<file path="config.mk">
export PLATFORM = sky130hd
export DESIGN_NAME = riscv_operand_stage
export DESIGN_NICKNAME = d
export VERILOG_FILES = /design/src/rtl/riscv_operand_stage_pkg.sv /design/src/rtl/riscv_fwd_sel.sv /design/src/rtl/riscv_operand_stage.sv
export SDC_FILE = /design/constraint.sdc
export NUM_CORES = 1
export LEC_CHECK = 0
export ABC_CLOCK_PERIOD_IN_PS = 2800
export BUFFER_PORTS_ARGS = -buffer_cell sky130_fd_sc_hd__clkbuf_2
export CAP_MARGIN = 20
export CORE_AREA = 3 3 150 152
export DETAILED_ROUTE_END_ITERATION = 8
export DIE_AREA = 0 0 153 155
export GPL_ROUTABILITY_DRIVEN = 1
export SYNTH_ARGS = -nofsm -noshare
export SYNTH_HDL_FRONTEND = slang
export SYNTH_SLANG_ARGS = --single-unit
</file>
<file path="constraint.sdc">
create_clock -name clk -period 2.8 [get_ports clk]
set_clock_uncertainty 0.05 [all_clocks]
set_input_delay 0.42 -clock clk [delete_from_list [all_inputs] [get_ports clk]]
set_output_delay 0.42 -clock clk [all_outputs]
set_load 0.02 [all_outputs]
</file>
<file path="src/rtl/riscv_operand_stage_pkg.sv">
`default_nettype none
// +----------------------------------------------------------------------------+
// | riscv_operand_stage_pkg                                                    |
// | Operand-select encodings and register-index constants for the ID/EX stage. |
// | Revision: 1.0                                                              |
// +----------------------------------------------------------------------------+
package riscv_operand_stage_pkg;

  localparam logic [4:0] X0_ADDR = 5'd0;

  typedef enum logic [1:0] {
    OP1_RS1  = 2'd0,
    OP1_PC   = 2'd1,
    OP1_ZERO = 2'd2
  } op1_sel_e;

  // RS2/IMI/IMS keep their legacy codes; IMU and FOUR extend the space.
  typedef enum logic [2:0] {
    OP2_RS2  = 3'd0,
    OP2_IMI  = 3'd1,
    OP2_IMS  = 3'd2,
    OP2_IMU  = 3'd3,
    OP2_FOUR = 3'd4
  } op2_sel_e;

endpackage
`default_nettype wire

</file>
<file path="src/rtl/riscv_fwd_sel.sv">
`default_nettype none
// +----------------------------------------------------------------------------+
// | riscv_fwd_sel                                                              |
// | Priority forwarding match for one source register (index 0 = youngest).    |
// | Forwarding is present only when RISCV_OPERAND_FWD_EN is defined.           |
// | Revision: 1.0                                                              |
// +----------------------------------------------------------------------------+
module riscv_fwd_sel
  import riscv_operand_stage_pkg::*;
#(
  parameter int XLEN    = 32,
  parameter int NUM_FWD = 2
) (
  input  logic [4:0]                       rs_addr,
  input  logic [XLEN-1:0]                  rs_data,
  input  logic [NUM_FWD-1:0]               fwd_valid,
  input  logic [NUM_FWD-1:0][4:0]          fwd_rd,
  input  logic [NUM_FWD-1:0][XLEN-1:0]     fwd_data,
  output logic [XLEN-1:0]                  data
);

`ifdef RISCV_OPERAND_FWD_EN
  // Walk from oldest to youngest so the lowest matching index wins.
  always_comb begin
    data = rs_data;
    for (int i = NUM_FWD - 1; i >= 0; i--) begin
      if (fwd_valid[i] && (fwd_rd[i] == rs_addr)) begin
        data = fwd_data[i];
      end
    end
    if (rs_addr == X0_ADDR) begin
      data = '0;
    end
  end
`else
  logic w_unused_fwd;
  assign w_unused_fwd = ^{fwd_valid, fwd_rd, fwd_data};

  always_comb begin
    data = rs_data;
    if (rs_addr == X0_ADDR) begin
      data = '0;
    end
  end
`endif

endmodule
`default_nettype wire

</file>
<file path="src/rtl/riscv_operand_stage.sv">
`default_nettype none
// +----------------------------------------------------------------------------+
// | riscv_operand_stage                                                        |
// | Registered ID/EX operand select with forwarding and a valid/ready output.  |
// | Optional forwarding: RISCV_OPERAND_FWD_EN                                  |
// | Revision: 1.0                                                              |
// +----------------------------------------------------------------------------+
module riscv_operand_stage
  import riscv_operand_stage_pkg::*;
#(
  parameter int XLEN    = 32,
  parameter int NUM_FWD = 2
) (
  input  logic                             clk,
  input  logic                             rst,
  input  logic                             in_valid,
  output logic                             in_ready,
  input  logic                             flush,
  input  op1_sel_e                         op1_sel,
  input  op2_sel_e                         op2_sel,
  input  logic [XLEN-1:0]                  pc,
  input  logic [4:0]                       rs1_addr,
  input  logic [4:0]                       rs2_addr,
  input  logic [XLEN-1:0]                  rs1_data,
  input  logic [XLEN-1:0]                  rs2_data,
  input  logic [XLEN-1:0]                  imm_i_sext,
  input  logic [XLEN-1:0]                  imm_s_sext,
  input  logic [XLEN-1:0]                  imm_u_sext,
  input  logic [NUM_FWD-1:0]               fwd_valid,
  input  logic [NUM_FWD-1:0][4:0]          fwd_rd,
  input  logic [NUM_FWD-1:0][XLEN-1:0]     fwd_data,
  output logic                             out_valid,
  input  logic                             out_ready,
  output logic [XLEN-1:0]                  op1,
  output logic [XLEN-1:0]                  op2,
  output logic [XLEN-1:0]                  store_data
);

  localparam logic [XLEN-1:0] C_FOUR = {{(XLEN-3){1'b0}}, 3'b100};

  logic [XLEN-1:0] w_fwd_rs1;
  logic [XLEN-1:0] w_fwd_rs2;
  logic [XLEN-1:0] w_op1;
  logic [XLEN-1:0] w_op2;
  logic            w_load;

  logic            r_out_valid;
  logic [XLEN-1:0] r_op1;
  logic [XLEN-1:0] r_op2;
  logic [XLEN-1:0] r_store_data;

  riscv_fwd_sel #(.XLEN(XLEN), .NUM_FWD(NUM_FWD)) u_fwd_rs1 (
    .rs_addr   (rs1_addr),
    .rs_data   (rs1_data),
    .fwd_valid (fwd_valid),
    .fwd_rd    (fwd_rd),
    .fwd_data  (fwd_data),
    .data      (w_fwd_rs1)
  );

  riscv_fwd_sel #(.XLEN(XLEN), .NUM_FWD(NUM_FWD)) u_fwd_rs2 (
    .rs_addr   (rs2_addr),
    .rs_data   (rs2_data),
    .fwd_valid (fwd_valid),
    .fwd_rd    (fwd_rd),
    .fwd_data  (fwd_data),
    .data      (w_fwd_rs2)
  );

  always_comb begin
    w_op1 = '0;
    case (op1_sel)
      OP1_RS1:  w_op1 = w_fwd_rs1;
      OP1_PC:   w_op1 = pc;
      OP1_ZERO: w_op1 = '0;
      default:  w_op1 = '0;
    endcase
  end

  always_comb begin
    w_op2 = '0;
    case (op2_sel)
      OP2_RS2:  w_op2 = w_fwd_rs2;
      OP2_IMI:  w_op2 = imm_i_sext;
      OP2_IMS:  w_op2 = imm_s_sext;
      OP2_IMU:  w_op2 = imm_u_sext;
      OP2_FOUR: w_op2 = C_FOUR;
      default:  w_op2 = '0;
    endcase
  end

  assign in_ready = !r_out_valid || out_ready;
  assign w_load   = in_valid && in_ready;

  // Flush kills both the held and the incoming bundle; data may stay stale.
  always_ff @(posedge clk) begin
    if (rst) begin
      r_out_valid  <= 1'b0;
      r_op1        <= '0;
      r_op2        <= '0;
      r_store_data <= '0;
    end else if (flush) begin
      r_out_valid  <= 1'b0;
    end else if (w_load) begin
      r_out_valid  <= 1'b1;
      r_op1        <= w_op1;
      r_op2        <= w_op2;
      r_store_data <= w_fwd_rs2;
    end else if (out_ready) begin
      r_out_valid  <= 1'b0;
    end
  end

  assign out_valid  = r_out_valid;
  assign op1        = r_op1;
  assign op2        = r_op2;
  assign store_data = r_store_data;

endmodule
`default_nettype wire
</file>
==> results of run 1 <==
-- cells in the mapped netlist (all sizes together) --
library cell / n
dfxtp: 97
a21oi: 95
nand2: 36
a211oi: 33
mux2i: 33
nand3: 32
clkbuf: 31
nor2: 31
o2bb2ai: 31
nor3: 29
a221oi: 27
buf: 25
nor2b: 7
nand3b: 6
a22oi: 5
o21ai: 5
inv: 3
a221o: 1
a32o: 1
nor3b: 1
nor4: 1
or2: 1
or3: 1
-- through the flow --
stage | instances | total power [uW] | cell area [um^2] | setup WS (ns)
after global routing | 1093 | 3540 | 6770 | 0.828
after floorplan | 532 | 1880 | 4670 | 1.17
after detailed placement | 1077 | 2200 | 6490 | 0.682
final | 1093 | 3340 | 6770 | 1.06
after CTS | 1093 | 3430 | 6770 | 0.996
after global placement | 1077 | 2190 | 6490 | 0.712
-- routing by layer --
layer,vias to the layer above,part of all wire,GRT usage
li1,2556,-,-
met1,2374,0.43,0.185
met2,220,0.48,0.248
met3,16,0.069,0.0342
met4,0,0.016,0.0479
met5,-,0,0
-- power by group --
part | leakage, uW | internal [uW] | switching (uW)
Clock | 0.000137 | 634 | 552
Combinational | 0.00214 | 284 | 398
Sequential | 0.000792 | 1440 | 32.3
Total | 0.00307 | 2360 | 982
-- worst paths after layout --
kind                    to     startpoint
max                op2[17]      out_valid
min              out_valid          flush
max reg2reg        op2[17]      out_valid
min reg2reg  store_data[9]  store_data[9]
-- sequential cells by signal, indices dropped and copies added, names as in the netlist --
register and flops:
out_valid 1, op2 32, store_data 32, op1 32
-- critical path: stages, from the launching register on --
cell and delay, ns:
dfxtp_1 0.31, nor2b_1 0.17, nor3b_4 0.34, nand2_2 0.37
buf_12 0.29, o2bb2ai_1 0.14
-- kinds of logic (layout without fill, tap and decap cells) --
family / after synthesis / after routing
AO/OA/AOI/OAI: 198 / 198
multiplexers: 33 / 33
AND/OR/NAND/NOR: 145 / 145
buffers and inverters: 59 / 345
flip-flops: 97 / 97
-- area by class of cell --
class | instances | area (um^2) | share of cell area
multi-input cells | 376 | 2460 | 0.364
flip-flops and latches | 97 | 1940 | 0.287
repair buffers | 326 | 1730 | 0.255
well taps | 275 | 344 | 0.0508
clock buffers | 11 | 243 | 0.0359
clock inverters | 5 | 38.8 | 0.00573
inverters | 3 | 11.3 | 0.00166
==> flow_summary.ini, run 1 <==
[status]
status = complete, no violations

[job]
cap_violations = 0

[clocking]
insertion_delay_ns = 0.34
postCtsSetupBuffers = 0
cts-htree-levels = 3
cts_sinks = 97
root_buffer = clkbuf_16
cts_made_buffers = 9
cts_hold_buf = 0
cts_buffer_depth = 2
cts_resized = 0
clk_pin_slew_ns = 0.07
cts_tree = built

[global_route]
grt_max_degree = 53
track_usage = 0.147
antenna_found_initial = 0
grt_pass1_vias = 4910
overflow = 0
grt_pass1_wl_um = 27700

[logic_synthesis]
yosys.area.top_type = dfxtp_1
synthMuxAreaShare = 0.0707
synth_top_area_share = 0.416
synth_top_family_by_area = compound AO/OA/AOI/OAI gates
synthAdderAreaFrac = 0
synth-simple-area-share = 0.149
ys_types = 29
avgSynthCellArea_um2 = 8.78
ys_ff_latch = 97
synth_compound_area_frac = 0.304
netlist_instances = 532
synth_nets = 820
synth_xor_area_frac = 0
synth_area_leaders = dfxtp_1 42%, a21oi_1 10%, mux2i_1 7.1%
syn_area_um2 = 4670
ys_warn_count = 0
seq_area_frac_synth = 0.416

[sta]
post-route-period-util = 0.621
max_slew_margin = 0.334
final-setup-viol-count = 0
hold_ws_ns = 0.246
rsz0062_at_grt = false
hold_viol = 0
fmax_ghz = 0.575
max_slew.worst_pin.slew_ns = 0.995
slew_violations = 0
period_needed_ns = 1.74
setup_tns_ns = 0

[floorplanning]
core.rowCount = 53
pin_count = 386
start_util = 0.221
fp.dieW_um = 153
die_area_um2 = 23700
die_h_um = 155
coreArea_um2 = 21200

[setup_path]
crit_type = reg2reg
required_ns = 3.03
cp_max_fo = 17
cp-start-kind = flop
worstRegToRegCells = 5
ff2ff_setup_slack_ns = 1.06
crit_path_end_kind = flop
crit_arrival_ns = 1.97

[cells_and_area]
drive_gt1_frac = 0.444
fill_cells = 2294
layout_commonest_cell = clkbuf_2
final_util = 0.320
nets = 1101
syn2layout_area_growth_pct = 44.9
diodes = 0
layout_common_cells = 307 x clkbuf_2, 97 x dfxtp_1, 95 x a21oi_1

[drt]
first_pass_iters = 4
drtAntennaViolNets = 0
post-route-drc-count = 0
vias = 5166
via_per_inst = 4.73
wl_per_cell_um = 16.6
drt_iter0_drc = 258
wirelength_um = 18100

[power_and_ir_drop]
power.leakage_uw = 0.00307
power_density_nw_per_um2 = 494
ir_worst_vdd_uv = 183

[placed_design]
hpwl_um = 14100
gp_congestion = 0.782
port_buffers = 309

[min_path]
hold_class = in2reg
holdPathStages = 2
No activity file was read; power rests on OpenSTA's default activity.
==> run 2, diff against run 1 <==
--- a/config.mk
+++ b/config.mk
@@ -5,12 +5,13 @@
 export SDC_FILE = /design/constraint.sdc
 export NUM_CORES = 1
 export LEC_CHECK = 0
-export ABC_CLOCK_PERIOD_IN_PS = 2800
+export ABC_AREA = 1
+export ABC_CLOCK_PERIOD_IN_PS = 1800
 export BUFFER_PORTS_ARGS = -buffer_cell sky130_fd_sc_hd__clkbuf_2
 export CAP_MARGIN = 20
-export CORE_AREA = 3 3 150 152
+export CORE_AREA = 3 3 147 149
 export DETAILED_ROUTE_END_ITERATION = 8
-export DIE_AREA = 0 0 153 155
+export DIE_AREA = 0 0 150 152
 export GPL_ROUTABILITY_DRIVEN = 1
 export SYNTH_ARGS = -nofsm -noshare
 export SYNTH_HDL_FRONTEND = slang
==> constraint.sdc (replaced) <==
create_clock -name clk -period 1.8 [get_ports clk]
set_clock_uncertainty 0.05 [all_clocks]
set_input_delay 0.27 -clock clk [delete_from_list [all_inputs] [get_ports clk]]
set_output_delay 0.27 -clock clk [all_outputs]
set_load 0.02 [all_outputs]
==> flow_summary.ini, run 2 <==
[sta]
setup_tns_ns = 0
final-setup-viol-count = 0
hold_viol = 0
rsz0062_at_grt = false
fmax_ghz = 0.676
max_slew_margin = 0.546
period_needed_ns = 1.48
post-route-period-util = 0.821
slew_violations = 0
max_slew.worst_pin.slew_ns = 0.682
hold_ws_ns = 0.0847

[logic_synthesis]
ys_ff_latch = 97
synthAdderAreaFrac = 0
synth_top_cells_by_count = 176 x nand2_1, 103 x nor2_1, 97 x dfxtp_1
synth-simple-area-share = 0.327
synthMuxAreaShare = 0
ys_types = 21
synth_compound_area_frac = 0.195
seq_area_frac_synth = 0.374
synth_xor_area_frac = 0
netlist_instances = 778
synth_ff_type = dfxtp_1
async_flop_share = 0
synth_area_leaders = dfxtp_1 37%, nand2_1 13%, a21oi_1 9.1%
ys_warn_count = 0
syn_area_um2 = 5190
yosysMostFrequentCell = nand2_1
yosys.area.top_type = dfxtp_1
synth_nets = 1066
avgSynthCellArea_um2 = 6.68
synth_top_family_by_area = simple AND/OR/NAND/NOR gates
synth_top_area_share = 0.374
synth_edf_count = 0

[placed_design]
gp_congestion = 0.781
port_buffers = 309
hpwl_um = 15000
place_inst = 1316

[drt]
via_per_inst = 4.62
drt_iter0_drc = 337
vias = 6157
post-route-drc-count = 0
first_pass_iters = 5
wl_per_cell_um = 15.3
wirelength_um = 20300
drtAntennaViolNets = 0

[setup_path]
ff2ff_setup_slack_ns = 0.35
crit_path_end_kind = output port
cp_max_fo = 2
required_ns = 1.48
rr_startpoint = out_valid
worstRegToRegCells = 6
cp-start-kind = flop
crit_arrival_ns = 1.16
crit_type = reg2out
worst_r2r_endpoint = op2[14]

[cells_and_area]
final_util = 0.357
layout_commonest_cell = clkbuf_2
diodes = 0
nets = 1345
drive_gt1_frac = 0.363
layout.cells.non_filler = 1332
syn2layout_area_growth_pct = 39.5
layout_common_cells = 309 x clkbuf_2, 176 x nand2_1, 102 x nor2_1

[global_route]
track_usage = 0.171
grt_pass1_vias = 5812
antenna_found_initial = 2
overflow = 0
grt_max_degree = 97
grt_pass1_wl_um = 31400

[clocking]
cts_hold_buf = 0
cts-htree-levels = 3
cts_made_buffers = 9
cts_buffer_depth = 2
cts_tree = built
cts_sinks = 97
clk_pin_slew_ns = 0.07
insertion_delay_ns = 0.34
cts_resized = 0
postCtsSetupBuffers = 0
root_buffer = clkbuf_16

[power_and_ir_drop]
clkPwrFrac = 0.347
power_density_nw_per_um2 = 732
swShare = 0.310
power.leakage_uw = 0.00368
p_int_uw = 3660
ir_worst_vdd_uv = 392
power_uw = 5300
seq_power_share = 0.438
share_comb_of_total_power = 0.216
p_switching_uw = 1640

[floorplanning]
fp.dieW_um = 150
pin_count = 386
core.rowCount = 52
start_util = 0.256
die_h_um = 152
coreArea_um2 = 20300
die_area_um2 = 22800

[min_path]
min_from = flush
hold_class = in2reg
hold_end = out_valid
holdPathStages = 2

[status]
status = complete, no violations

[job]
cap_violations = 0
## run 2: power by group through the flow
stage,sequential [uW],combinational (uW),clock [uW]
floorplan,2510,487,0
CTS,2320,1160,1930
global route,2340,1260,2010
finish,2320,1140,1840
global placement,2370,1150,0
detailed placement,2370,1150,0
## run 2: cells by family (layout without fill, tap and decap cells)
logic type	after synthesis	count (layout)
compound gates	181	181
flops	97	97
buf+inv	107	391
simple gates	393	393
## run 2: worst max-delay path, cell delays in order, from the launching register on
cell and delay [ns]:
dfxtp_1 0.33, inv_1 0.04, nor2_1 0.19, inv_1 0.09, clkbuf_2 0.16
## run 2: how the worst max path moves through the flow
stage,startpoint,end,slack (ns)
after global routing,out_valid,op1[12],0.18
after detailed placement,op2_sel[2],op2[0],0.24
after global placement,op2_sel[2],op2[0],0.26
final,out_valid,in_ready,0.32
after CTS,out_valid,in_ready,0.30
after floorplan,out_valid,op2[16],0.40
## run 2: layout make-up
class / instances / area (um^2)
Fill cell: 2225 / 13100
Inverter: 40 / 151
Multi-Input combinational cell: 574 / 2710
Tap cell: 270 / 338
Sequential cell: 97 / 1940
Clock inverter: 5 / 38.8
Clock buffer: 11 / 233
Timing Repair Buffer: 335 / 1830
## run 2: through the flow
stage / cell area (um^2) / setup slack (ns)
floorplan: 5190 / 0.397
finish: 7250 / 0.322
detailed placement: 6970 / 0.240
global placement: 6970 / 0.264
global route: 7250 / 0.177
CTS: 7250 / 0.296
## run 2: layer usage
metal  part of all wire  GRT usage  wire length, um  vias up
met1               0.42      0.214             8620     2744
met5             0.0010          0               21        -
li1                   -          -                -     3141
met3              0.089     0.0521             1810       18
met4              0.011     0.0379              225        4
met2               0.47      0.288             9650      250
